`config.mk`:
```
export PLATFORM = sky130hd
export DESIGN_NAME = mac_feeder
export DESIGN_NICKNAME = d
export VERILOG_FILES = /design/src/rtl/mac_pkg.sv /design/src/rtl/mac_feeder.sv
export SDC_FILE = /design/constraint.sdc
export NUM_CORES = 1
export LEC_CHECK = 0
export BUFFER_PORTS_ARGS = -buffer_cell sky130_fd_sc_hd__buf_4
export CAP_MARGIN = 30
export CORE_MARGIN = 4
export CORE_UTILIZATION = 25
export CTS_CLUSTER_DIAMETER = 200
export CTS_CLUSTER_SIZE = 30
export DETAILED_ROUTE_END_ITERATION = 12
export HOLD_SLACK_MARGIN = 0.1
export SYNTH_ARGS = -nofsm -noshare
export SYNTH_HDL_FRONTEND = slang
export SYNTH_SLANG_ARGS = --single-unit
```
`constraint.sdc`:
```
create_clock -name clk_i -period 2.45 [get_ports clk_i]
set_input_delay 0.1225 -clock clk_i [delete_from_list [all_inputs] [get_ports clk_i]]
set_output_delay 0.1225 -clock clk_i [all_outputs]
set_load 0.01 [all_outputs]
```
`src/rtl/mac_pkg.sv`:
```
// Shared definitions for the MAC datapath: feeder FSM states and default widths.
package mac_pkg;

  localparam int DATA_WIDTH_DEF = 32;
  localparam int ADDR_LINES_DEF = 5;

  typedef enum logic [2:0] {
    IDLE  = 3'd0,
    SEND  = 3'd1,
    DRAIN = 3'd2,
    WAIT  = 3'd3,
    OUT   = 3'd4
  } state_t;

endpackage

```
`src/rtl/mac_feeder.sv`:
```
// Streams one frame of samples into the MAC signal FIFO, waits for the MAC result
// (or a timeout), then holds the result until the downstream consumer takes it.
module mac_feeder
  import mac_pkg::*;
#(
  parameter int DATA_WIDTH     = DATA_WIDTH_DEF,
  parameter int ADDR_LINES     = ADDR_LINES_DEF,
  parameter int TIMEOUT_CYCLES = 1024
) (
  input  logic                  clk_i,
  input  logic                  rstn_i,
  input  logic [DATA_WIDTH-1:0] s_data_i,
  input  logic                  s_valid_i,
  input  logic                  s_last_i,
  output logic                  s_ready_o,
  output logic [DATA_WIDTH-1:0] signal_o,
  output logic                  wr_en_o,
  output logic                  last_o,
  input  logic                  full_i,
  input  logic                  done_i,
  input  logic [DATA_WIDTH-1:0] result_i,
  output logic [DATA_WIDTH-1:0] m_data_o,
  output logic                  m_valid_o,
  output logic                  m_err_o,
  input  logic                  m_ready_i,
  output logic                  busy_o,
  output logic                  overflow_o
);

  localparam int CW = ADDR_LINES + 1;
  localparam int TW = $clog2(TIMEOUT_CYCLES) + 1;
  localparam logic [CW-1:0] DEPTH = CW'(2 ** ADDR_LINES);
  localparam logic [TW-1:0] TLAST = TW'(TIMEOUT_CYCLES - 1);

  state_t          state;
  logic [CW-1:0]   count;
  logic [CW-1:0]   count_nxt;
  logic [TW-1:0]   tcnt;
  logic            in_feed;
  logic            xfer;
  logic            force_last;

  // Gating with rstn_i keeps the handshake outputs quiet while reset is held.
  assign in_feed    = (state == IDLE) || (state == SEND);
  assign s_ready_o  = rstn_i & ((in_feed & ~full_i) | (state == DRAIN));
  assign xfer       = s_valid_i & s_ready_o;
  assign wr_en_o    = xfer & in_feed;
  assign count_nxt  = count + 1'b1;
  assign force_last = wr_en_o & ~s_last_i & (count_nxt == DEPTH);
  assign last_o     = wr_en_o & (s_last_i | force_last);
  assign signal_o   = s_data_i;
  assign busy_o     = (state != IDLE);

  always_ff @(posedge clk_i or negedge rstn_i) begin
    if (!rstn_i) begin
      state      <= IDLE;
      count      <= '0;
      tcnt       <= '0;
      m_data_o   <= '0;
      m_valid_o  <= 1'b0;
      m_err_o    <= 1'b0;
      overflow_o <= 1'b0;
    end else begin
      // The timeout counter only runs in WAIT, so it is already zero on entry.
      if (state != WAIT) tcnt <= '0;
      case (state)
        IDLE, SEND: begin
          if (wr_en_o) begin
            count <= count_nxt;
            if (s_last_i) begin
              state <= WAIT;
            end else if (force_last) begin
              overflow_o <= 1'b1;
              state      <= DRAIN;
            end else begin
              state <= SEND;
            end
          end
        end
        DRAIN: begin
          if (xfer && s_last_i) state <= WAIT;
        end
        WAIT: begin
          if (done_i) begin
            m_data_o  <= result_i;
            m_err_o   <= 1'b0;
            m_valid_o <= 1'b1;
            state     <= OUT;
          end else if (tcnt == TLAST) begin
            m_data_o  <= '0;
            m_err_o   <= 1'b1;
            m_valid_o <= 1'b1;
            state     <= OUT;
          end else begin
            tcnt <= tcnt + 1'b1;
          end
        end
        OUT: begin
          if (m_ready_i) begin
            m_valid_o <= 1'b0;
            count     <= '0;
            state     <= IDLE;
          end
        end
        default: state <= IDLE;
      endcase
    end
  end

endmodule

```
* Word-level counts from Yosys, hierarchy flattened *
Index checks and enable logic that the tools add are counted.

word-level totals
  flip-flop bits (word level) = 55
  word-level logic and storage cells = 66

cells by class
  add/sub/neg operators = 2
  eq/ne operators = 11
  mux-type cells = 22
  bitwise operators = 11
  reduce and logical (&&, ||, !) cells = 13

operator list
  cell                                                                     count
  32-bit two-way mux                                                       2
  11-bit two-way mux                                                       4
  3-bit two-way mux                                                        5
  6-bit two-way mux                                                        2
  3-bit one-hot mux with 4 select lines                                    1
  6-bit one-hot mux with 2 select lines                                    1
  11-bit by 1-bit adder with 11-bit output, second input constant          1
  11-bit by 10-bit == test with 1-bit output, second input constant        1
  4-bit AND reduction                                                      2
  1-bit bitwise AND                                                        7
  6-bit by 1-bit adder with 6-bit output, second input constant            1
  3-bit by 2-bit == test with 1-bit output, second input constant          2
  6-bit == test, second input constant                                     1
  3-bit AND reduction                                                      2
  2-bit nonzero test                                                       3
  1-bit two-way mux                                                        4
  2-bit two-way mux                                                        2
  2-bit inequality test, second input constant                             2
  3-bit by 1-bit == test with 1-bit output, second input constant          1
  3-bit == test, second input constant                                     1
  3-bit logical NOT                                                        1
  3-bit by 2-bit inequality test with 1-bit output, second input constant  1
  3-bit inequality test, second input constant                             1
  3-bit nonzero test                                                       1
  8 further kinds                                                          10

* Longest topological paths before layout *
Gate-level depths: netlist (run 1).

  depth in word-level cells = 13
  gate-level depth with buffers = 8
  mapped depth without buffers = 6

* Least setup slack after synthesis (run 1) *
OpenSTA, ideal clock, no wires.

  path type = reg-to-reg
  from = register tcnt[0]
  to = register state[1]
  library setup time = 0.120 ns
  data arrival time = 1.783 ns
  required time = 2.330 ns
  slack = 0.547 ns
  stages on the path, launching flop included = 8
  cell sequence = dfrtp_1 ha_1 nand4_2 o31a_1 buf_6 o211a_1 or3_1 o211a_1

on the way
  longest elaborated chain between the ends = 3

ends and longest elaborated chain
  what                                        line               text
  from (decl)                                 mac_feeder.sv:38   logic [TW-1:0] tcnt;
  from (signal assigned)                      mac_feeder.sv:95   tcnt <= tcnt + 1'b1;
  11-bit by 10-bit == test with 1-bit output  mac_feeder.sv:89   end else if (tcnt == TLAST) begin
  3-bit inequality test (no source line)      -
  4-bit AND reduction (no source line)        -
  to (signal assigned)                        mac_feeder.sv:88   state <= OUT;
  to (signal assigned)                        mac_feeder.sv:93   state <= OUT;
  to (signal assigned)                        mac_feeder.sv:102  state <= IDLE;
  to (decl)                                   mac_feeder.sv:35   state_t state;

Every way passes these cells.
A chain may end at the register's enable or synchronous reset.

* Worst setup path in the final report (run 1) *
  from = register state[1]
  to = output port last_o

on the way
  longest elaborated chain between the ends = 11
  elaborated cells on any way between the ends = 13
  those cells by class = 2 x eq/ne; 9 x bitwise; 2 x reduce/logical

ends and longest elaborated chain
  what                                                                           line              text
  from (signal assigned)                                                         mac_feeder.sv:56  state <= IDLE;
  from (signal assigned)                                                         mac_feeder.sv:71  state <= WAIT;
  from (signal assigned)                                                         mac_feeder.sv:74  state <= DRAIN;
  3-bit by 1-bit == test with 1-bit output or 3-bit logical NOT (tied branches)  mac_feeder.sv:44  assign in_feed = (state == IDLE) || (state == SEND);
  1-bit logical OR                                                               mac_feeder.sv:44
  1-bit bitwise AND                                                              mac_feeder.sv:45  assign s_ready_o = rstn_i & ((in_feed & ~full_i) | (state == DRAIN));
  1-bit bitwise OR                                                               mac_feeder.sv:45
  1-bit bitwise AND                                                              mac_feeder.sv:45
  1-bit bitwise AND                                                              mac_feeder.sv:46  assign xfer = s_valid_i & s_ready_o;
  1-bit bitwise AND *                                                            mac_feeder.sv:47  assign wr_en_o = xfer & in_feed;
  1-bit bitwise AND (2 in a row)                                                 mac_feeder.sv:49  assign force_last = wr_en_o & ~s_last_i & (count_nxt == DEPTH);
  1-bit bitwise OR                                                               mac_feeder.sv:50  assign last_o = wr_en_o & (s_last_i | force_last);
  1-bit bitwise AND *                                                            mac_feeder.sv:50
  to (decl)                                                                      mac_feeder.sv:18  output logic last_o,

Mark *: on every way between the ends. The rest lies on a longest branch, timed or not.

==> reports/metrics.csv, run 1 <==
metric,value,unit
synth.distinct_cells,41,
ant_nets,0,
via_count,2035,
synthMuxAreaShare,1.57,%
rsz0062_at_grt,no,
die_w,110,µm
slew_headroom,52.5,%
synth_top_family_by_area,compound AO/OA/AOI/OAI gates,
switching_share,34.7,%
cts_buffers,5,
wirelength,6180,µm
synth.avg_cell_area,11.0,µm²
syn_area,2620,µm²
first_pass_iters,4,
use_met1,12.8,%
initialDrtViolationCount,119,
reg2reg_depth,6,
hold_start,s_last_i,
rows,37,
core,10300,µm²
clock_path_buffers,2,
crit_type,flop to primary output,
final_cell_mix,"82 x buf_4, 55 x dfrtp_1, 34 x a22o_1, 34 x dlygate4sd3_1, 14 x nor2_1",
fin_util,34.5,%
clock_latency,310,ps
cp_max_fo,9,
cts_sinks,55,
antenna_found_initial,0,
drc_errors,0,
synthArstFlopShare,100,%
grt_pass1_vias,2039,
crit_required,2330,ps
io_buffer_count,77,
fillers,1034,
hp-class,input port to flop,
ios,142,
grt.busiest_layer,met2,
synth_fa_ha_area_share,1.43,%
grt_max_degree,57,
hold_depth,3,
viasPerCell,4.47,
p_sw,1150,µW
max_freq,0.453,GHz
place_hpwl,4100,µm
synth_compound_area_share,17.7,%
start_util,25.5,%
final_common_cell,buf_4,
reg2reg_slack,390,ps
wl_per_cell,13.6,µm
r2r-start,tcnt[0]$_DFF_PN0_,
worstMarginPinSlew,713,ps
nets,392,
cts.clk_slew.worst_paths,100,ps
r2r_end,state[1]$_DFFE_PN0P_,
synth_edf_count,0,
finalMaxSlewViolations,0,
cts_resized,0,
synth_cells,238,
n_antenna_cell,0,
yosys.area_share.simple,11.0,%
cts_tree,done,
p_leak,0.00170,µW
synth.net_count,312,
p_int,2160,µW
place.gp.congestion,0.765,
cts_setup_buffers,0,
die_h,110,µm
whs_endpoint,state[1]$_DFFE_PN0P_,
maxCapViolations,0,
grt_use_met3,2.25,%
grt-ovfl-total,0,
setup_viol,0,
skew,10.1,ps
drive_gt1_share,31.0,%
outcome,completed,
combPwrFrac,40.4,%
synth_flop_cell,dfrtp_1,
grt.total_usage,10.1,%
p_per_area,932,nW/µm²
syn2layout_area_growth,35.2,%
numPlacedInstances,413,
endpoint_kind,primary output,
ir_drop,0.400,mV
htree_num_levels,2,
grt_pass1_wl,10400,µm
yosysWarnings,0,
place_ws,432,ps
post-route-period-util,90.1,%
synth_xor_xnor_area_share,3.34,%
tns,0,ps
startpoint_type,flop,
seq_area_frac_synth,52.5,%
die-area,12200,µm²
power_frac_clock,15.4,%
finalHoldViolCount,0,
period_needed,2210,ps
arrival,2080,ps
fin_cells,455,
worst_slack,244,ps
grt_util_met2,17.2,%
seq_power_share,44.1,%
cts_root_buf,clkbuf_8,
ys_seq_elements,55,
cell usage after synthesis (2+ instances only):
cell,count,area share (%)
a211oi_1,2,0.57
o21ai_0,12,2.3
nor2_1,15,2.1
nor3b_1,2,0.57
xor2_1,6,2.0
clkbuf_1,5,0.72
o211a_1,2,0.76
xnor2_1,4,1.3
nand2_1,12,1.7
dfrtp_1,55,52
ha_1,3,1.4
nand4_1,2,0.48
or3_1,2,0.48
buf_2,5,0.95
nor3_1,4,0.76
buf_4,32,9.2
inv_1,7,1.0
or2_2,2,0.48
a22o_1,34,11
nand3_1,9,1.7
mux2i_1,3,1.1
layer usage:
layer | wire length, µm | share of wire, % | up-vias
met2 | 3190 | 52 | 47
met1 | 2710 | 44 | 1009
met4 | 43 | 0.70 | 0
met5 | 0 | 0 | -
li1 | - | - | 969
met3 | 237 | 3.8 | 10
cell families after synthesis:
kind of cell / count (synthesis)
AOI/OAI and AO/OA: 59
and+or+nand+nor: 56
DFF: 55
buffers and inverters: 51
xor gates and xnor gates: 10
muxes: 4
adders and majority gates: 3
what timing repair did:
| action | in CTS | in global routing |
|---|---|---|
| setup endpoints to repair | 0 | 0 |
| hold buffers | 34 | 0 |
| endpoints found under the hold margin | 88 | 0 |
power by group through the flow:
stage               Combinational [µW]  Clock, µW  Sequential [µW]
floorplan                          648          0             1530
global placement                  1280          0             1460
detailed placement                1310          0             1460
CTS                               1350        537             1450
global route                      1460        569             1500
finish                            1340        511             1460
stage by stage:
step                total power (µW)  hold slack [ps]  instance area [µm²]
floorplan                       2170             -173                 2620
global placement                2750              245                 3120
detailed placement              2770              245                 3120
CTS                             3340              169                 3550
global route                    3530              182                 3550
finish                          3300              177                 3550
layout make-up:
| type | instances | area (µm²) | share of cell area (%) |
|---|---|---|---|
| sequential | 55 | 1380 | 38.8 |
| timing repair buffer | 116 | 956 | 27.0 |
| multi-input combinational | 132 | 923 | 26.0 |
| tap | 136 | 170 | 4.80 |
| clock buffer | 6 | 72.6 | 2.05 |
| inverter | 8 | 30.0 | 0.847 |
| clock inverter | 2 | 17.5 | 0.494 |
critical path, cell delays in order, from the launching register on:
cell and delay (ps):
dfrtp_1 490, or4_4 610, inv_2 140, nand3_1 80, nor3_1 210, o21a_1 140, buf_4 110
state kept, by name (all words and copies together), names as in the netlist:
| signal | flops |
|---|---|
| count | 6 |
| m_data_o | 32 |
| m_err_o | 1 |
| m_valid_o | 1 |
| overflow_o | 1 |
| state | 3 |
| tcnt | 11 |
worst max-delay path by stage:
| stage | end | cells past startpoint | startpoint | slack [ps] |
|---|---|---|---|---|
| detailed placement | state[1]$_DFFE_PN0P_ | 6 | tcnt[0]$_DFF_PN0_ | 430 |
| floorplan | state[1]$_DFFE_PN0P_ | 7 | tcnt[0]$_DFF_PN0_ | 550 |
| finish | last_o | 6 | state[1]$_DFFE_PN0P_ | 240 |
| global placement | state[1]$_DFFE_PN0P_ | 6 | tcnt[0]$_DFF_PN0_ | 490 |
| CTS | last_o | 6 | state[1]$_DFFE_PN0P_ | 230 |
| global route | last_o | 6 | state[1]$_DFFE_PN0P_ | 90 |
No activity file was read; power rests on OpenSTA's default activity.
==> run 2: changes to the inputs <==
- RECOVER_POWER: not set -> 50
==> run 2 against run 1 <==
Non-clock buffer count stayed put; cell count stayed put; highest routed layer unchanged; clock power hardly changed; final area is 3.7% lower; via count increased by 0.64%; combinational power is 15% lower; largest cell class unchanged; register-to-register slack about the same; critical path depth stayed put; worst hold slack lost 1.0 ps; utilization is 1.3 points lower; fmax grew 0.41%.
==> reports/metrics.csv, run 2 (same netlist as run 1, synthesis figures left out) <==
metric,value,unit
outcome,completed,
die_h,110,µm
startpoint_type,flop,
cts_tree,done,
grt.total_usage,10.1,%
maxCapViolations,0,
die-area,12200,µm²
htree_num_levels,2,
combPwrFrac,36.8,%
grt_pass1_wl,10400,µm
clock_latency,310,ps
crit_type,flop to primary output,
cts.clk_slew.worst_paths,100,ps
initialDrtViolationCount,129,
endpoint_kind,primary output,
cts_buffers,5,
power.total,3100,µW
max_freq,0.455,GHz
antenna_found_initial,0,
wl_per_cell,13.6,µm
regMostFlops,m_data_o,
io_buffer_count,77,
p_leak,0.00156,µW
cts_sinks,55,
cts_root_buf,clkbuf_8,
grt-ovfl-total,0,
drive_gt1_share,20.1,%
crit_required,2330,ps
final_common_cell,dfrtp_1,
place_hpwl,4100,µm
final_cell_mix,"55 x dfrtp_1, 46 x buf_4, 36 x clkbuf_1",
viasPerCell,4.50,
postPlaceCellArea,3120,µm²
switching_share,36.8,%
rows,37,
ir_drop,0.344,mV
setup_viol,0,
fin_util,33.2,%
clock_path_buffers,2,
skew,10.6,ps
ios,142,
ant_nets,0,
start_util,25.5,%
via_count,2048,
nets,392,
core,10300,µm²
period_needed,2200,ps
cp_max_fo,9,
die_w,110,µm
p_sw,1140,µW
arrival,2070,ps
post-route-period-util,89.7,%
critical_path.slowest_cell,or4_4,
worstMarginPinSlew,718,ps
syn2layout_area_growth,30.2,%
rsz0062_at_grt,no,
fillers,1057,
place.gp.congestion,0.765,
seq_power_share,46.7,%
finalMaxSlewViolations,0,
hold_depth,3,
hp-class,input port to flop,
n_antenna_cell,0,
first_pass_iters,4,
wirelength,6190,µm
p_per_area,909,nW/µm²
reg2reg_depth,6,
power_frac_clock,16.5,%
grt_pass1_vias,2039,
largest_reg_flops,32,
grt_max_degree,57,
final_area,3410,µm²
largest_registers,"m_data_o x32, tcnt x11, count x6",
tns,0,ps
worstPathCellList,"or4_4, inv_2, nand3_1, nor3_1, o21a_1, buf_4",
cts_resized,0,
slowest_delay,600,ps
slew_headroom,52.1,%
finalHoldViolCount,0,
p_int,1960,µW
drc_errors,0,
-- run 2: area by class of cell --
type / instances / area, µm² / area share [%]
inverters: 8 / 30.0 / 0.879
flip-flops and latches: 55 / 1380 / 40.3
clock buffers: 6 / 72.6 / 2.13
repair buffers: 116 / 825 / 24.1
multi-input cells: 132 / 923 / 27.0
well taps: 136 / 170 / 4.98
clock inverters: 2 / 17.5 / 0.513
-- run 2: worst max-delay path: cells and delay by family (launching register included) --
family | cells | cell delay [ps]
buffers and inverters | 2 | 250
flip-flops | 1 | 490
AND/OR/NAND/NOR | 3 | 890
AO/OA/AOI/OAI | 1 | 140
-- run 2: metrics by stage --
| step | hold slack (ps) | setup slack (ps) | instances |
|---|---|---|---|
| after global placement | 245 | 490 | 413 |
| final | 176 | 253 | 455 |
| after detailed placement | 245 | 432 | 413 |
| after global routing | 182 | 90.8 | 455 |
| after floorplan | -173 | 547 | 238 |
| after CTS | 169 | 227 | 455 |
-- run 2: timing repair --
| item | 4_1_cts | 5_1_grt |
|---|---|---|
| setup buffers | 0 | 0 |
| hold buffers | 34 | 0 |
| hold endpoints to repair | 88 | 0 |
-- run 2: layer usage --
| metal | routed length [µm] | up-vias | GRT usage [%] |
|---|---|---|---|
| met2 | 3150 | 47 | 17.2 |
| met5 | 0 | - | 0 |
| met3 | 221 | 10 | 2.25 |
| li1 | - | 968 | - |
| met4 | 44 | 0 | 3.04 |
| met1 | 2770 | 1023 | 12.8 |
-- run 2: power by group through the flow --
stage	sequential, µW	clock, µW	combinational [µW]
after floorplan	1530	0	648
after global placement	1460	0	1280
after detailed placement	1460	0	1310
after CTS	1450	537	1350
after global routing	1500	569	1260
final	1450	513	1140
-- run 2: path summary, 6_finish.rpt --
check	from	endpoint	slack [ps]
max	state[1]$_DFFE_PN0P_	last_o	250
min	s_last_i	state[1]$_DFFE_PN0P_	180
max reg2reg	tcnt[0]$_DFF_PN0_	state[1]$_DFFE_PN0P_	390
min reg2reg	overflow_o$_DFFE_PN0P_	overflow_o$_DFFE_PN0P_	480
max in group asynchronous	rstn_i	m_err_o$_DFFE_PN0P_	1460
min in group asynchronous	rstn_i	m_valid_o$_DFFE_PN0P_	500
